===== src/rtl/uart_rx.sv =====
// UART receiver: start bit, DATA_BITS data bits LSB first, one stop bit.
// The rx line is synchronised, sampled at bit centres using an oversampling
// tick, and each frame ends with a one-clock valid or frame_err strobe.
module uart_rx #(
  parameter int OVERSAMPLE = 16,
  parameter int DATA_BITS  = 8
) (
  input  logic                 clk,
  input  logic                 rst_n,
  input  logic                 tick,
  input  logic                 rx,
  output logic [DATA_BITS-1:0] data_out,
  output logic                 valid,
  output logic                 frame_err,
  output logic                 busy
);

  localparam int SW = $clog2(OVERSAMPLE);
  localparam int BW = (DATA_BITS > 1) ? $clog2(DATA_BITS) : 1;

  // Mid start bit is half a bit period in; later samples are a full period apart.
  localparam logic [SW-1:0] S_MID  = SW'(OVERSAMPLE/2 - 1);
  localparam logic [SW-1:0] S_LAST = SW'(OVERSAMPLE - 1);
  localparam logic [BW-1:0] B_LAST = BW'(DATA_BITS - 1);

  typedef enum logic [1:0] {IDLE, START, DATA, STOP} state_t;

  logic                 r_sync1, r_sync2;
  state_t               r_state;
  logic [SW-1:0]        r_s_cnt;
  logic [BW-1:0]        r_b_cnt;
  logic [DATA_BITS-1:0] r_shift;
  logic [DATA_BITS-1:0] r_data;
  logic                 r_valid, r_ferr;

  logic                 w_rx_s;
  state_t               w_state_nxt;
  logic [SW-1:0]        w_s_cnt_nxt;
  logic [BW-1:0]        w_b_cnt_nxt;
  logic [DATA_BITS-1:0] w_shift_nxt;
  logic [DATA_BITS-1:0] w_data_nxt;
  logic                 w_valid_nxt, w_ferr_nxt;

  assign w_rx_s = r_sync2;

  // Two-flop synchroniser; resets to the idle (high) line level.
  always_ff @(posedge clk or negedge rst_n) begin
    if (!rst_n) begin
      r_sync1 <= 1'b1;
      r_sync2 <= 1'b1;
    end else begin
      r_sync1 <= rx;
      r_sync2 <= r_sync1;
    end
  end

  // Next-state, counter, shift and strobe decode.
  always_comb begin
    w_state_nxt = r_state;
    w_s_cnt_nxt = r_s_cnt;
    w_b_cnt_nxt = r_b_cnt;
    w_shift_nxt = r_shift;
    w_data_nxt  = r_data;
    w_valid_nxt = 1'b0;
    w_ferr_nxt  = 1'b0;
    unique case (r_state)
      IDLE: begin
        // Falling edge is acted on immediately, tick or not.
        if (!w_rx_s) begin
          w_state_nxt = START;
          w_s_cnt_nxt = '0;
        end
      end
      START: begin
        if (tick) begin
          if (r_s_cnt == S_MID) begin
            w_s_cnt_nxt = '0;
            if (!w_rx_s) begin
              w_state_nxt = DATA;
              w_b_cnt_nxt = '0;
            end else begin
              // Line went back high before mid-bit: treat as a glitch.
              w_state_nxt = IDLE;
            end
          end else begin
            w_s_cnt_nxt = r_s_cnt + SW'(1);
          end
        end
      end
      DATA: begin
        if (tick) begin
          if (r_s_cnt == S_LAST) begin
            w_shift_nxt              = r_shift >> 1;
            w_shift_nxt[DATA_BITS-1] = w_rx_s;
            w_s_cnt_nxt              = '0;
            if (r_b_cnt == B_LAST) w_state_nxt = STOP;
            else                   w_b_cnt_nxt = r_b_cnt + BW'(1);
          end else begin
            w_s_cnt_nxt = r_s_cnt + SW'(1);
          end
        end
      end
      STOP: begin
        // Leaving at mid stop bit lets an immediately following start bit in.
        if (tick) begin
          if (r_s_cnt == S_LAST) begin
            w_s_cnt_nxt = '0;
            w_state_nxt = IDLE;
            if (w_rx_s) begin
              w_data_nxt  = r_shift;
              w_valid_nxt = 1'b1;
            end else begin
              w_ferr_nxt  = 1'b1;
            end
          end else begin
            w_s_cnt_nxt = r_s_cnt + SW'(1);
          end
        end
      end
      default: w_state_nxt = IDLE;
    endcase
  end

  // State, counters, shift register and registered outputs.
  always_ff @(posedge clk or negedge rst_n) begin
    if (!rst_n) begin
      r_state <= IDLE;
      r_s_cnt <= '0;
      r_b_cnt <= '0;
      r_shift <= '0;
      r_data  <= '0;
      r_valid <= 1'b0;
      r_ferr  <= 1'b0;
    end else begin
      r_state <= w_state_nxt;
      r_s_cnt <= w_s_cnt_nxt;
      r_b_cnt <= w_b_cnt_nxt;
      r_shift <= w_shift_nxt;
      r_data  <= w_data_nxt;
      r_valid <= w_valid_nxt;
      r_ferr  <= w_ferr_nxt;
    end
  end

  assign data_out  = r_data;
  assign valid     = r_valid;
  assign frame_err = r_ferr;
  assign busy      = (r_state != IDLE);

endmodule


===== config.mk =====
export PLATFORM = sky130hd
export DESIGN_NAME = uart_rx
export DESIGN_NICKNAME = d
export VERILOG_FILES = /design/src/rtl/uart_rx.sv
export SDC_FILE = /design/constraint.sdc
export NUM_CORES = 1
export LEC_CHECK = 0
export BUFFER_PORTS_ARGS = -buffer_cell sky130_fd_sc_hd__buf_2
export CORE_MARGIN = 3
export CORE_UTILIZATION = 55
export CTS_CLUSTER_DIAMETER = 200
export DETAILED_ROUTE_END_ITERATION = 12
export GPL_ROUTABILITY_DRIVEN = 1
export MAX_ROUTING_LAYER = met4
export PLACE_DENSITY = 0.84
export SETUP_SLACK_MARGIN = 0.1
export SYNTH_ARGS = -nofsm -noshare
export SYNTH_HDL_FRONTEND = slang
export SYNTH_SLANG_ARGS = --single-unit

===== constraint.sdc =====
create_clock -name clk -period 4.5 [get_ports clk]
set_input_delay 0.675 -clock clk [delete_from_list [all_inputs] [get_ports clk]]
set_output_delay 0.675 -clock clk [all_outputs]
set_load 0.05 [all_outputs]

==> Word level (Yosys, flattened, before mapping) <==
Cells that the tools add are included.
{ "word_totals": {"reg_bits": 29, "latch_bits": 0, "ram_bits": 0, "romBits": 0, "output_inout_bits": 11, "wordCells": 68, "memories": 0} }
{ "classes": {"add_sub_neg": 2, "mul": 0, "n_div": 0, "magnitude_cmp": 0, "eq_ne": 17, "shifts": 0, "mux": 31, "n_bitwise": 0, "n_reduce_logical": 9} }
{ "op_table": {"columns": ["cell", "n"], "rows": [
  ["4-bit 2-to-1 mux", 5],
  ["2-bit != test (second input constant)", 10],
  ["2-bit 2-to-1 mux", 9],
  ["3-bit 2-to-1 mux", 6],
  ["4-bit one-hot mux with 3 select lines", 1],
  ["1-bit 2-to-1 mux", 8],
  ["2-bit one-hot mux with 4 select lines", 1],
  ["8-bit AND reduction", 1],
  ["7-bit AND reduction", 1],
  ["3-bit one-hot mux with 2 select lines", 1],
  ["3-bit AND reduction", 2],
  ["4-bit by 1-bit adder with 4-bit output (second input constant)", 1],
  ["2-bit equality test (second input constant)", 2],
  ["4-bit by 3-bit equality test with 1-bit output (second input constant)", 1],
  ["4-bit equality test (second input constant)", 1],
  ["4-bit AND reduction", 1],
  ["2-bit nonzero test", 2],
  ["3-bit by 1-bit adder with 3-bit output (second input constant)", 1],
  ["3-bit equality test (second input constant)", 1],
  ["2-bit by 1-bit equality test with 1-bit output (second input constant)", 1],
  ["2-bit zero test", 1],
  ["2-bit by 1-bit != test with 1-bit output (second input constant)", 1],
  ["2-bit OR reduction", 1]
]} }

==> Depth between registers and ports, before layout <==
{ "logic_depth": {"ltp_word": 5, "mapped_depth": 7, "mapped_depth_nobuf": 5} }

==> Worst setup path after synthesis <==
No wires, ideal clock.
{ "synth_timing": {"path_type": "input-to-reg", "start": "input port tick", "end": "register r_data[0] (netlist: data_out[0])", "setup_time_ns": 0.125, "arrival_time_ns": 1.742, "t_required_ns": 4.375, "path_slack_ns": 2.633, "path_stages": 6, "cell_sequence": "buf_6 > and4_4 > buf_6 > and4_4 > buf_8 > mux2_4"} }
{ "synth_via": {"elab_chain_len": 1} }
{ "synth_lines": {"columns": ["element", "line_no", "text"], "rows": [
  ["from (decl)", "10", "input logic tick,"],
  ["4-bit AND reduction (no source line)", null, null],
  ["to (signal assigned)", "139", "r_data <= w_data_nxt;"],
  ["to (decl)", "33", "logic [DATA_BITS-1:0] r_data;"]
]} }
Every way passes these cells.
A chain may end at the register's enable or synchronous reset.

==> qor.yml <==
power:
  finalPower_mw: 0.682
  combPwrFrac: 0.244
  ir_drop_v: 0.000331
  p_int_mw: 0.449
  power_frac_clock: 0.228
  power.density_nw_per_um2: 455
  p_switching_mw: 0.233
  p_sw_frac: 0.341
  leakage_nw: 0.697
  power_frac_seq: 0.528
clock_network:
  cts_buffer_depth: 2
  cts_inserted_buffers: 5
  clk_pin_slew_ps: 80
  cts_hold_buf: 0
  h-tree-depth: 2
  clock-sinks: 29
  ctsResizeCount: 0
  clk_latency_ps: 310
  root_buffer: "clkbuf_4"
  postCtsSetupBuffers: 0
  cts_tree: "done"
drt:
  vias_per_cell: 5.77
  drt_iter0_markers: 18
  wl_per_cell_um: 15.1
  drc_errors: 0
  first_pass_iters: 5
  vias: 888
  drt.antenna.violating_nets: 0
  totalWireLength_mm: 2.32
global_route:
  grt_pass1_vias: 924
  grt_max_degree: 30
  grt_usage: 0.167
  overflow: 0
  grt_pass1_wl_mm: 4.02
  antenna_found_initial: 0
sta:
  hold_viol_final: 0
  fin_crit_ps: 2160
  rsz0062_at_grt: "no"
  relSlewSlack: 0.588
  setup_tns_ps: 0
  fmax_ghz: 0.463
  setup_viol: 0
  setup_slack_ps: 2340
  min_period_over_period: 0.480
  tightest_slew_ps: 618
  drv_slew: 0
  clock_skew_ps: 4.84
synthesis:
  synth.most_common_cell: "dfrtp_1"
  muxShareOfSynthArea: 0.149
  async_flop_share: 1.00
  ys_warn_count: 0
  synth_fp_nets: 120
  postSynthCellCount: 113
  synth_top_family_by_area: "multiplexers"
  ys_seq_area_frac: 0.518
  synth_cell_types: 37
  synthSimpleGateAreaFrac: 0.133
  synthXorXnorAreaFrac: 0
  synth-compound-area-share: 0.116
  synth_edf_count: 0
  synth_area_leaders: "dfrtp_1 48%, mux2_4 8.5%, mux2_2 6.4%, dfstp_2 3.7%, nand3_1 2.8%"
  syn_area_um2: 1410
  synth_flop_cell: "dfrtp_1"
  synth_area_leader_cell: "dfrtp_1"
  synth_top_area_share: 0.480
  syn_area_per_cell_um2: 12.4
  ys_ff_latch: 29
  synthTopCellsByCount: "27 x dfrtp_1, 8 x mux2_2, 8 x mux2_4, 8 x nand3_1"
  synthAdderAreaFrac: 0.0267
run_status:
  status: "complete, no violations"
setup_path:
  crit_path_max_fanout: 19
  crit_type: "reg -> out"
  startpoint_type: "register"
  cp.required_ps: 3830
  reg2regPathDepth: 3
  critPathCaptureType: "output pin"
  worstPathArrival_ps: 1490
min_path:
  min_path_type: "reg -> reg"
  worstHoldPathCells: 0
place:
  place_inst: 147
  gp_congestion: 0.889
  port-buffer-count: 14
  hpwlAfterDp_mm: 1.66
  dp_slack_ps: 2510
die:
  io_pins: 15
  initial_core_util: 0.607
  fp.dieH_um: 56.6
  die-area_um2: 3200
  core_area_um2: 2320
  rows: 17
  die_w_um: 56.6
layout:
  synthToLayoutAreaGrowth_pct: 6.49
  nets: 133
  drive_gt1_frac: 0.349
  final_cells: 154
  antenna_cells: 0
flow_run:
  max_cap_violations: 0
final timing paths:
path                       startpoint          end  slack, ps
max                          register         busy       2340
min                           r_sync1      r_sync2        360
max reg2reg                  register   r_shift[6]       2580
min reg2reg                   r_sync1      r_sync2        360
max in group asynchronous       rst_n  data_out[2]       3720
min in group asynchronous       rst_n   r_s_cnt[0]        370
per-layer routing:
layer | up-vias | part of all wire | global-route usage
met2 | 19 | 0.48 | 0.238
li1 | 434 | - | -
met5 | - | 0 | -
met4 | 0 | 0.025 | 0.0881
met1 | 428 | 0.45 | 0.213
met3 | 7 | 0.043 | 0.0529
cell usage in the layout, fill, tap and decap left out, drive strengths merged, types with 2 or more instances in the layout:
cell,n
nor2,4
o2bb2ai,2
nor2b,3
mux2,16
a31oi,2
and2b,2
and2,2
a21oi,4
o311ai,2
ha,3
a22oi,2
buf,14
nand2,3
o21ai,3
dfrtp,27
clkbuf,7
or3b,2
inv,3
nand3,8
dfstp,2
and4,2
o211ai,2
per-stage QoR:
step	instance area, um2	hold slack [ps]	util
floorplan	1410	345	-
global placement	1440	347	0.622
detailed placement	1440	349	0.622
CTS	1500	361	0.646
global route	1500	363	0.646
finish	1500	361	0.646
power groups by stage:
stage                     Sequential (mW)  Combinational, mW  Clock (mW)
after floorplan                     0.327              0.170           0
after global placement              0.361              0.160           0
after detailed placement            0.364              0.168           0
after CTS                           0.359              0.169       0.160
after global routing                0.369              0.191       0.174
final                               0.360              0.166       0.155
flip-flops by register name (all words and copies together) (netlist names), named ones only:
signal,flops
r_shift,8
r_sync2,1
r_state,1
r_b_cnt,3
frame_err,1
data_out,8
r_s_cnt,4
valid,1
r_sync1,1
worst max-delay path, stage by stage, from the launching register on:
cell and delay [ps]:
dfrtp_1 670, nor2_1 120, inv_1 110, buf_2 270
final cells by class:
cell class,count,area (um2)
multi-input combinational,73,598
clock buffer,7,55.1
inverter,3,11.3
tap,28,35.0
timing repair buffer,14,70.1
fill,179,821
sequential,29,728
logic make-up (layout without fill, tap and decap cells):
kind of cell	after synthesis	count (layout)
muxes	16	16
buffers and inverters	11	24
and+or+nand+nor	31	31
adders and majority gates	3	3
DFF	29	29
AOI/OAI and AO/OA	23	23
No activity file was read; power rests on OpenSTA's default activity.
